<file path="src/rtl/key_event_ctrl.sv">
// Multi-key debouncer / event front-end.
// All keys share one millisecond time base. Each key is debounced and produces
// press, release and long-press events. A round-robin scheduler moves these events
// into a small first-word-fall-through FIFO, which the consumer drains with valid/ready.
// Ports:
//   clk, rst_n    clock, asynchronous active-low reset
//   key_i         raw key pins (asynchronous)
//   key_o         debounced level per key, 1 = pressed
//   evt_valid     FIFO head holds an event
//   evt_ready     consumer accepts the head event
//   evt_key       key index of the head event
//   evt_type      head event type: 01 press, 10 release, 11 long
//   overflow      sticky flag, set when an event was dropped
//   clr_ovf       synchronous clear of overflow
module key_event_ctrl #(
    parameter int unsigned NUM_KEYS       = 4,
    parameter int unsigned TICK_CNT       = 50_000,
    parameter int unsigned DEB_MS         = 20,
    parameter int unsigned LONG_MS        = 1000,
    parameter int unsigned FIFO_DEPTH     = 4,
    parameter bit          KEY_ACTIVE_LOW = 1'b1,
    localparam int unsigned IDX_W         = (NUM_KEYS > 1) ? $clog2(NUM_KEYS) : 1
) (
    input  logic                clk,
    input  logic                rst_n,
    input  logic [NUM_KEYS-1:0] key_i,
    output logic [NUM_KEYS-1:0] key_o,
    output logic                evt_valid,
    input  logic                evt_ready,
    output logic [IDX_W-1:0]    evt_key,
    output logic [1:0]          evt_type,
    output logic                overflow,
    input  logic                clr_ovf
);
    localparam int unsigned PRE_W  = (TICK_CNT > 1) ? $clog2(TICK_CNT) : 1;
    localparam int unsigned DEB_W  = $clog2(DEB_MS + 1);
    localparam int unsigned LONG_W = $clog2(LONG_MS + 1);
    localparam int unsigned PTR_W  = (FIFO_DEPTH > 1) ? $clog2(FIFO_DEPTH) : 1;
    localparam int unsigned CNT_W  = $clog2(FIFO_DEPTH + 1);
    localparam int unsigned ENT_W  = IDX_W + 2;
    localparam logic [NUM_KEYS-1:0] SYNC_RST = {NUM_KEYS{KEY_ACTIVE_LOW}};

    localparam logic [1:0] EVT_PRESS = 2'b01;
    localparam logic [1:0] EVT_REL   = 2'b10;
    localparam logic [1:0] EVT_LONG  = 2'b11;

    logic [NUM_KEYS-1:0] sync1_q, sync2_q, raw;
    logic [PRE_W-1:0]    pre_q, pre_d;
    logic                tick;
    logic [DEB_W-1:0]    deb_q [NUM_KEYS];
    logic [DEB_W-1:0]    deb_d [NUM_KEYS];
    logic [LONG_W-1:0]   long_q [NUM_KEYS];
    logic [LONG_W-1:0]   long_d [NUM_KEYS];
    logic [NUM_KEYS-1:0] key_q, key_d;
    logic [NUM_KEYS-1:0] pend_q, pend_d;
    logic [1:0]          ptype_q [NUM_KEYS];
    logic [1:0]          ptype_d [NUM_KEYS];
    logic                ovf_q, ovf_d, drop;
    logic [IDX_W-1:0]    rr_q, rr_d, gnt_idx;
    logic                grant, found;
    logic [1:0]          gnt_type;
    logic [ENT_W-1:0]    mem_q [FIFO_DEPTH];
    logic [PTR_W-1:0]    wr_q, rd_q;
    logic [CNT_W-1:0]    cnt_q, cnt_d;
    logic                valid_q, full, pop;

    // Synchronised pins, normalised so that 1 = pressed
    assign raw = KEY_ACTIVE_LOW ? ~sync2_q : sync2_q;

    // Shared time base
    assign tick  = (pre_q == PRE_W'(TICK_CNT - 1));
    assign pre_d = tick ? '0 : pre_q + PRE_W'(1);

    // Per-key debounce, long-press detection and pending-slot update
    always_comb begin
        logic       ev;
        logic [1:0] ev_type;
        key_d  = key_q;
        pend_d = pend_q;
        drop   = 1'b0;
        for (int k = 0; k < NUM_KEYS; k++) begin
            deb_d[k]   = deb_q[k];
            long_d[k]  = long_q[k];
            ptype_d[k] = ptype_q[k];
        end
        if (grant) pend_d[gnt_idx] = 1'b0;
        for (int k = 0; k < NUM_KEYS; k++) begin
            ev      = 1'b0;
            ev_type = EVT_PRESS;
            if (raw[k] == key_q[k]) begin
                deb_d[k] = '0;
            end else if (tick) begin
                if (deb_q[k] == DEB_W'(DEB_MS - 1)) begin
                    key_d[k] = ~key_q[k];
                    deb_d[k] = '0;
                    ev       = 1'b1;
                    ev_type  = key_q[k] ? EVT_REL : EVT_PRESS;
                end else begin
                    deb_d[k] = deb_q[k] + DEB_W'(1);
                end
            end
            // Long counter saturates, so it fires once per press; a release on the
            // same tick takes priority.
            if (!key_q[k]) begin
                long_d[k] = '0;
            end else if (tick && (long_q[k] != LONG_W'(LONG_MS))) begin
                long_d[k] = long_q[k] + LONG_W'(1);
                if ((long_q[k] == LONG_W'(LONG_MS - 1)) && !ev) begin
                    ev      = 1'b1;
                    ev_type = EVT_LONG;
                end
            end
            // A slot that is occupied (even if being granted now) drops the new event
            if (ev) begin
                if (pend_q[k]) begin
                    drop = 1'b1;
                end else begin
                    pend_d[k]  = 1'b1;
                    ptype_d[k] = ev_type;
                end
            end
        end
    end

    // Round-robin grant: first occupied slot at or after rr_q
    always_comb begin
        int unsigned idx;
        logic [IDX_W-1:0] cand;
        found   = 1'b0;
        gnt_idx = '0;
        idx     = 0;
        cand    = '0;
        for (int unsigned i = 0; i < NUM_KEYS; i++) begin
            idx  = (32'(rr_q) + i) % NUM_KEYS;
            cand = IDX_W'(idx);
            if (!found && pend_q[cand]) begin
                found   = 1'b1;
                gnt_idx = cand;
            end
        end
        grant    = found && !full;
        gnt_type = ptype_q[gnt_idx];
        rr_d     = grant ? IDX_W'((32'(gnt_idx) + 32'd1) % NUM_KEYS) : rr_q;
    end

    // FIFO bookkeeping
    assign full = (cnt_q == CNT_W'(FIFO_DEPTH));
    assign pop  = valid_q && evt_ready;

    always_comb begin
        cnt_d = cnt_q;
        case ({grant, pop})
            2'b10:   cnt_d = cnt_q + CNT_W'(1);
            2'b01:   cnt_d = cnt_q - CNT_W'(1);
            default: cnt_d = cnt_q;
        endcase
    end

    // Sticky overflow; a drop in the same cycle beats the clear
    assign ovf_d = drop ? 1'b1 : (clr_ovf ? 1'b0 : ovf_q);

    always_ff @(posedge clk or negedge rst_n) begin
        if (!rst_n) begin
            sync1_q <= SYNC_RST;
            sync2_q <= SYNC_RST;
            pre_q   <= '0;
            key_q   <= '0;
            pend_q  <= '0;
            rr_q    <= '0;
            wr_q    <= '0;
            rd_q    <= '0;
            cnt_q   <= '0;
            valid_q <= 1'b0;
            ovf_q   <= 1'b0;
            for (int k = 0; k < NUM_KEYS; k++) begin
                deb_q[k]   <= '0;
                long_q[k]  <= '0;
                ptype_q[k] <= '0;
            end
            for (int i = 0; i < FIFO_DEPTH; i++) mem_q[i] <= '0;
        end else begin
            sync1_q <= key_i;
            sync2_q <= sync1_q;
            pre_q   <= pre_d;
            key_q   <= key_d;
            pend_q  <= pend_d;
            rr_q    <= rr_d;
            cnt_q   <= cnt_d;
            valid_q <= (cnt_d != '0);
            ovf_q   <= ovf_d;
            for (int k = 0; k < NUM_KEYS; k++) begin
                deb_q[k]   <= deb_d[k];
                long_q[k]  <= long_d[k];
                ptype_q[k] <= ptype_d[k];
            end
            if (grant) begin
                mem_q[wr_q] <= {gnt_idx, gnt_type};
                wr_q        <= wr_q + PTR_W'(1);
            end
            if (pop) rd_q <= rd_q + PTR_W'(1);
        end
    end

    assign key_o               = key_q;
    assign evt_valid           = valid_q;
    assign {evt_key, evt_type} = mem_q[rd_q];
    assign overflow            = ovf_q;

endmodule

</file>
<file path="config.mk">
export PLATFORM = sky130hd
export DESIGN_NAME = key_event_ctrl
export DESIGN_NICKNAME = d
export VERILOG_FILES = /design/src/rtl/key_event_ctrl.sv
export SDC_FILE = /design/constraint.sdc
export NUM_CORES = 1
export LEC_CHECK = 0
export ABC_AREA = 1
export CAP_MARGIN = 20
export CORE_UTILIZATION = 65
export CTS_CLUSTER_SIZE = 12
export DETAILED_ROUTE_END_ITERATION = 10
export PLACE_DENSITY = 0.88
export SLEW_MARGIN = 20
export SYNTH_ARGS = -nofsm -noshare
export SYNTH_HDL_FRONTEND = slang
export SYNTH_SLANG_ARGS = --single-unit
</file>
<file path="constraint.sdc">
create_clock -name clk -period 7.7 [get_ports clk]
set_clock_uncertainty 0.1 [all_clocks]
set_input_delay 2.31 -clock clk [delete_from_list [all_inputs] [get_ports clk]]
set_output_delay 2.31 -clock clk [all_outputs]
set_load 0.1 [all_outputs]
</file>
Word-level counts from Yosys, hierarchy flattened

Cells that the tools add are included.
Widths: inputs -> output; s select.

Bits in latches: 0
Memory bits (read-only): 0
Word-level logic and storage cells: 256
Output and inout bits: 10
Bits in writable memories: 0
Memories kept: 0
Input bits: 8
Register bits: 127

Shift-type cells: 0
Bitwise gates (word level): 18
Order comparisons: 10
Mux-type cells: 120
Add/sub/neg operators: 17
Equality and inequality tests: 24
Reductions and logical operators: 37
Multiply operators: 0
Divide/modulo/power cells: 0

Operators with widths:

| kind                  | number |
|---|---|
| $mux 10               | 8 |
| $mux 2                | 34 |
| $mux 5                | 12 |
| $mux 1                | 51 |
| $add 10x1->10 const B | 4 |
| $eq 10x10->1 const B  | 4 |
| $ne 10x10->1 const B  | 4 |
| $add 5x1->5 const B   | 4 |
| $eq 5x5->1 const B    | 4 |
| $add 16x1->16 const B | 1 |
| $bwmux 16             | 1 |
| $eq 16x16->1 const B  | 1 |
| $mux 16               | 1 |
| $mux 4                | 4 |
| $logic_and 1x1->1     | 15 |
| $lt 2x3->1 const B    | 5 |
| $not 1->1             | 12 |
| $reduce_and 3->1      | 4 |
| $reduce_bool 2->1     | 5 |
| $ge 3x3->1 const B    | 3 |
| $not 2->3             | 3 |
| $add 2x1->2 const B   | 4 |
| $bmux 1 s2            | 4 |
| $bmux 4 s2            | 1 |
| other kinds (19)      | 37 |

Longest topological paths before layout

Depth in word-level cells: 21
Gate-level depth with buffers: 15
Depth with buffers taken out: 15

Worst setup path after synthesis

OpenSTA, ideal clock, no wires.

Path kind: reg-to-output
From: register rd_q[0]
To: output port evt_key[0]
Stages on the path, launching flop included: 5
Data required time: 5.290 ns
Path slack: 3.042 ns
Arrival: 2.248 ns
Path buffers: 1
Cell sequence: dfrtp_1 clkbuf_1 inv_1 o21ai_0 o22ai_1

Cells in the longest elaborated chain, start to end: 4

RTL lines:

| item                                      | line | RTL |
|---|---|---|
| from (decl)                               | 63   | `logic [PTR_W-1:0] wr_q, rd_q;` |
| from (signal assigned)                    | 200  | `if (pop) rd_q <= rd_q + PTR_W'(1);` |
| $not 2->3 (implied by the code)           | 206  | `assign {evt_key, evt_type} = mem_q[rd_q];` |
| $bmux 4 s2                                | 206  |  |
| $mux 4 (implied by the code) (2 in a row) | 206  |  |
| to (decl)                                 | 30   | `output logic [IDX_W-1:0] evt_key,` |

Every way passes these cells. The select of a mux whose other input is x is not followed.

Final worst setup path

From: register rd_q[0]
To: output port evt_type[1]

Cells in the longest elaborated chain, start to end: 4

RTL lines:

| item                                      | line | RTL |
|---|---|---|
| $not 2->3 (implied by the code)           | 206  |  |
| $bmux 4 s2                                | 206  |  |
| $mux 4 (implied by the code) (2 in a row) | 206  |  |
| to (decl)                                 | 31   | `output logic [1:0] evt_type,` |

Every way passes these cells. The select of a mux whose other input is x is not followed.

==> metrics.txt <==
synthesized net count 849; Worst-Margin Slew 0.970 ns; Period Utilization, post-route 66.8%; setup repair after global routing missed its margin false; Worst slew margin 35.1%; clock sink count 127; worst setup path class reg2out; CTS tree yes; Crit path largest cell delay 1.15 ns; post-route minimum period 5.14 ns; WL/cell 14.7 µm; # nets final 875; setup repair bufs after CTS 0; first-pass GRT wire length 25.7 mm; initial antenna violation count 0; Layout area overhead 13.2%; met1 Usage GRT 37.8%; f_max 194 MHz; Core Region 9910 µm²; CTS buffer count 17; status complete, no violations; Post-DRT Antenna Nets 0; register area share after synthesis 47.3%; Synth Register Bits 127; Synth cell types 46; Synth warnings 0; number of port buffers 17; max capacitance violation total 0; maximum clock path buffer count 2; Final Non-Filler Cells 990; Final Max Tran Viols 0; dpl cells 958; vias in the first global route 5,624; routability cong. 0.911; M2 GR Usage 49.1%; Top delay family on crit path buffers and inverters; Hold Crit Class reg2reg; most frequent cells in the layout nand2_1, dfrtp_1, inv_1; Ant. Diodes 0; post-layout total power 1790 µW; DR iter-0 viols 445; grt met3 use 6.73%; DIE AREA 10,800 µm²; H-tree depth 4; die width 104 µm; setup TNS 0 ns; asr flop ratio synth 100%; clock root cell clkbuf_8; Initial DRT Pass Iterations 5; DRC 0; GR peak layer met2; Reg clk slew, reported paths 0.06 ns; Critical Path RT 5.29 ns; vias per cell 5.77; commonest non-fill, non-tap cell in the layout nand2_1; ranking of synthesized cells by area dfrtp_1, nand2_1, inv_1, nand3_1, nor2_1; setup violators final 0; WP buf/inv 2; leakage 0.00357 µW; top-area cell type share of the netlist area 44.2%; Synth Instances 818; Yosys top cell by area dfrtp_1; largest net degree at the start of global routing 91; cell area after synthesis 6740 µm²; Syn Area/Cell 8.24 µm²; pwr dens 234 nW/µm²; peak supply drop 0.290 mV; initial core utilization 68.0%; pre-CTS setup slack 3.18 ns; Synth Flop Type dfrtp_1; crit-path max FO 10; Tot GR Track Use 29.6%; Total Wirelength 14.5 mm; CP max-delay cell clkdlybuf4s50_1; crit start category register; CP Cell Sequence inv_1 > o21ai_0 > o22ai_1 > clkdlybuf4s50_1; Clock Latency Late Sink 0.53 ns; IO Count 18; count of final hold-check violations 0; Final Worst Setup Slack 2.56 ns; Setup crit end kind output port; fillers 684; final hold slack 0.256 ns; site row count 36; Post-synth EDFFs 0; Hold Buf Count CTS 0; DIE HEIGHT 104 µm; vias 5,711; ratio of cells with drive above 1 in the final layout 9.57%; DP HPWL 9.58 mm; total gr overflow 0; post-CTS resize count 0; crit path DAT 2.73 ns
[through the flow]
stage | instance area [µm²] | utilization [%]
2_1_floorplan | 6740 | -
4_1_cts | 7620 | 76.9
3_5_place_dp | 7010 | 70.7
3_3_place_gp | 7010 | 70.7
6_report | 7620 | 76.9
5_1_grt | 7620 | 76.9
[where the power goes]
part	switching (µW)	leakage (µW)	internal (µW)
clock network	306	0.000281	527
logic	185	0.00157	62.3
registers	19.6	0.00172	687
[Yosys cell counts (3+ instances only)]
| library cell | number |
|---|---|
| a21oi_1 | 23 |
| a22o_1 | 4 |
| a31oi_1 | 5 |
| and3_1 | 3 |
| buf_2 | 4 |
| dfrtp_1 | 119 |
| dfstp_2 | 8 |
| ha_1 | 22 |
| inv_1 | 91 |
| inv_2 | 11 |
| nand2_1 | 176 |
| nand2_2 | 11 |
| nand2_4 | 5 |
| nand3_1 | 64 |
| nand3_4 | 3 |
| nand4_1 | 17 |
| nor2_1 | 85 |
| nor2_2 | 3 |
| nor3_1 | 27 |
| o21a_1 | 3 |
| o21ai_0 | 52 |
| o21ai_1 | 11 |
| o22ai_1 | 4 |
| o31ai_1 | 4 |
| xnor2_1 | 11 |
| xor2_1 | 23 |
[area by class of cell]
class | count | area (µm²) | area share, %
Sequential cell | 127 | 3190 | 41.8
Multi-Input combinational cell | 576 | 3090 | 40.5
Clock buffer | 19 | 422 | 5.53
Inverter | 104 | 390 | 5.12
Clock inverter | 13 | 189 | 2.48
Timing Repair Buffer | 18 | 179 | 2.35
Tap cell | 133 | 166 | 2.18
[final timing paths]
kind	slack, ns	from	cells after the start	end
max in group asynchronous	4.72	rst_n	2	deb_q[18]
setup reg to reg	4.63	rr_q[0]	15	evt_valid
hold reg to reg	0.26	sync1_q[3]	0	sync2_q[3]
setup / recovery	2.56	rd_q[0]	4	evt_type[1]
min in group asynchronous	1.64	rst_n	1	long_q[18]
hold / removal	0.26	sync1_q[3]	0	sync2_q[3]
[flip-flops by register name, indices dropped and copies added, names as in the netlist]
signal	count
cnt_q	3
deb_q	20
evt_valid	1
key_o	4
long_q	40
mem_q	16
overflow	1
pend_q	4
pre_q	16
ptype_q	8
rd_q	2
rr_q	2
sync1_q	4
sync2_q	4
wr_q	2
[logic make-up after synthesis]
| logic type | after synthesis | share of synthesized area [%] |
|---|---|---|
| AO/OA/AOI/OAI | 110 | 9.06 |
| XOR/XNOR | 34 | 4.42 |
| adder cells (fa/ha/maj) | 23 | 4.38 |
| buffers and inverters | 115 | 6.82 |
| flip-flops | 127 | 47.3 |
| multiplexers | 3 | 0.501 |
| AND/OR/NAND/NOR | 406 | 27.5 |
[metal layers]
metal | vias to the layer above | share of wire [%]
li1 | 2714 | -
met5 | - | 0
met2 | 199 | 50
met1 | 2767 | 43
met3 | 31 | 4.8
met4 | 0 | 1.9
No activity file was read; power rests on OpenSTA's default activity.
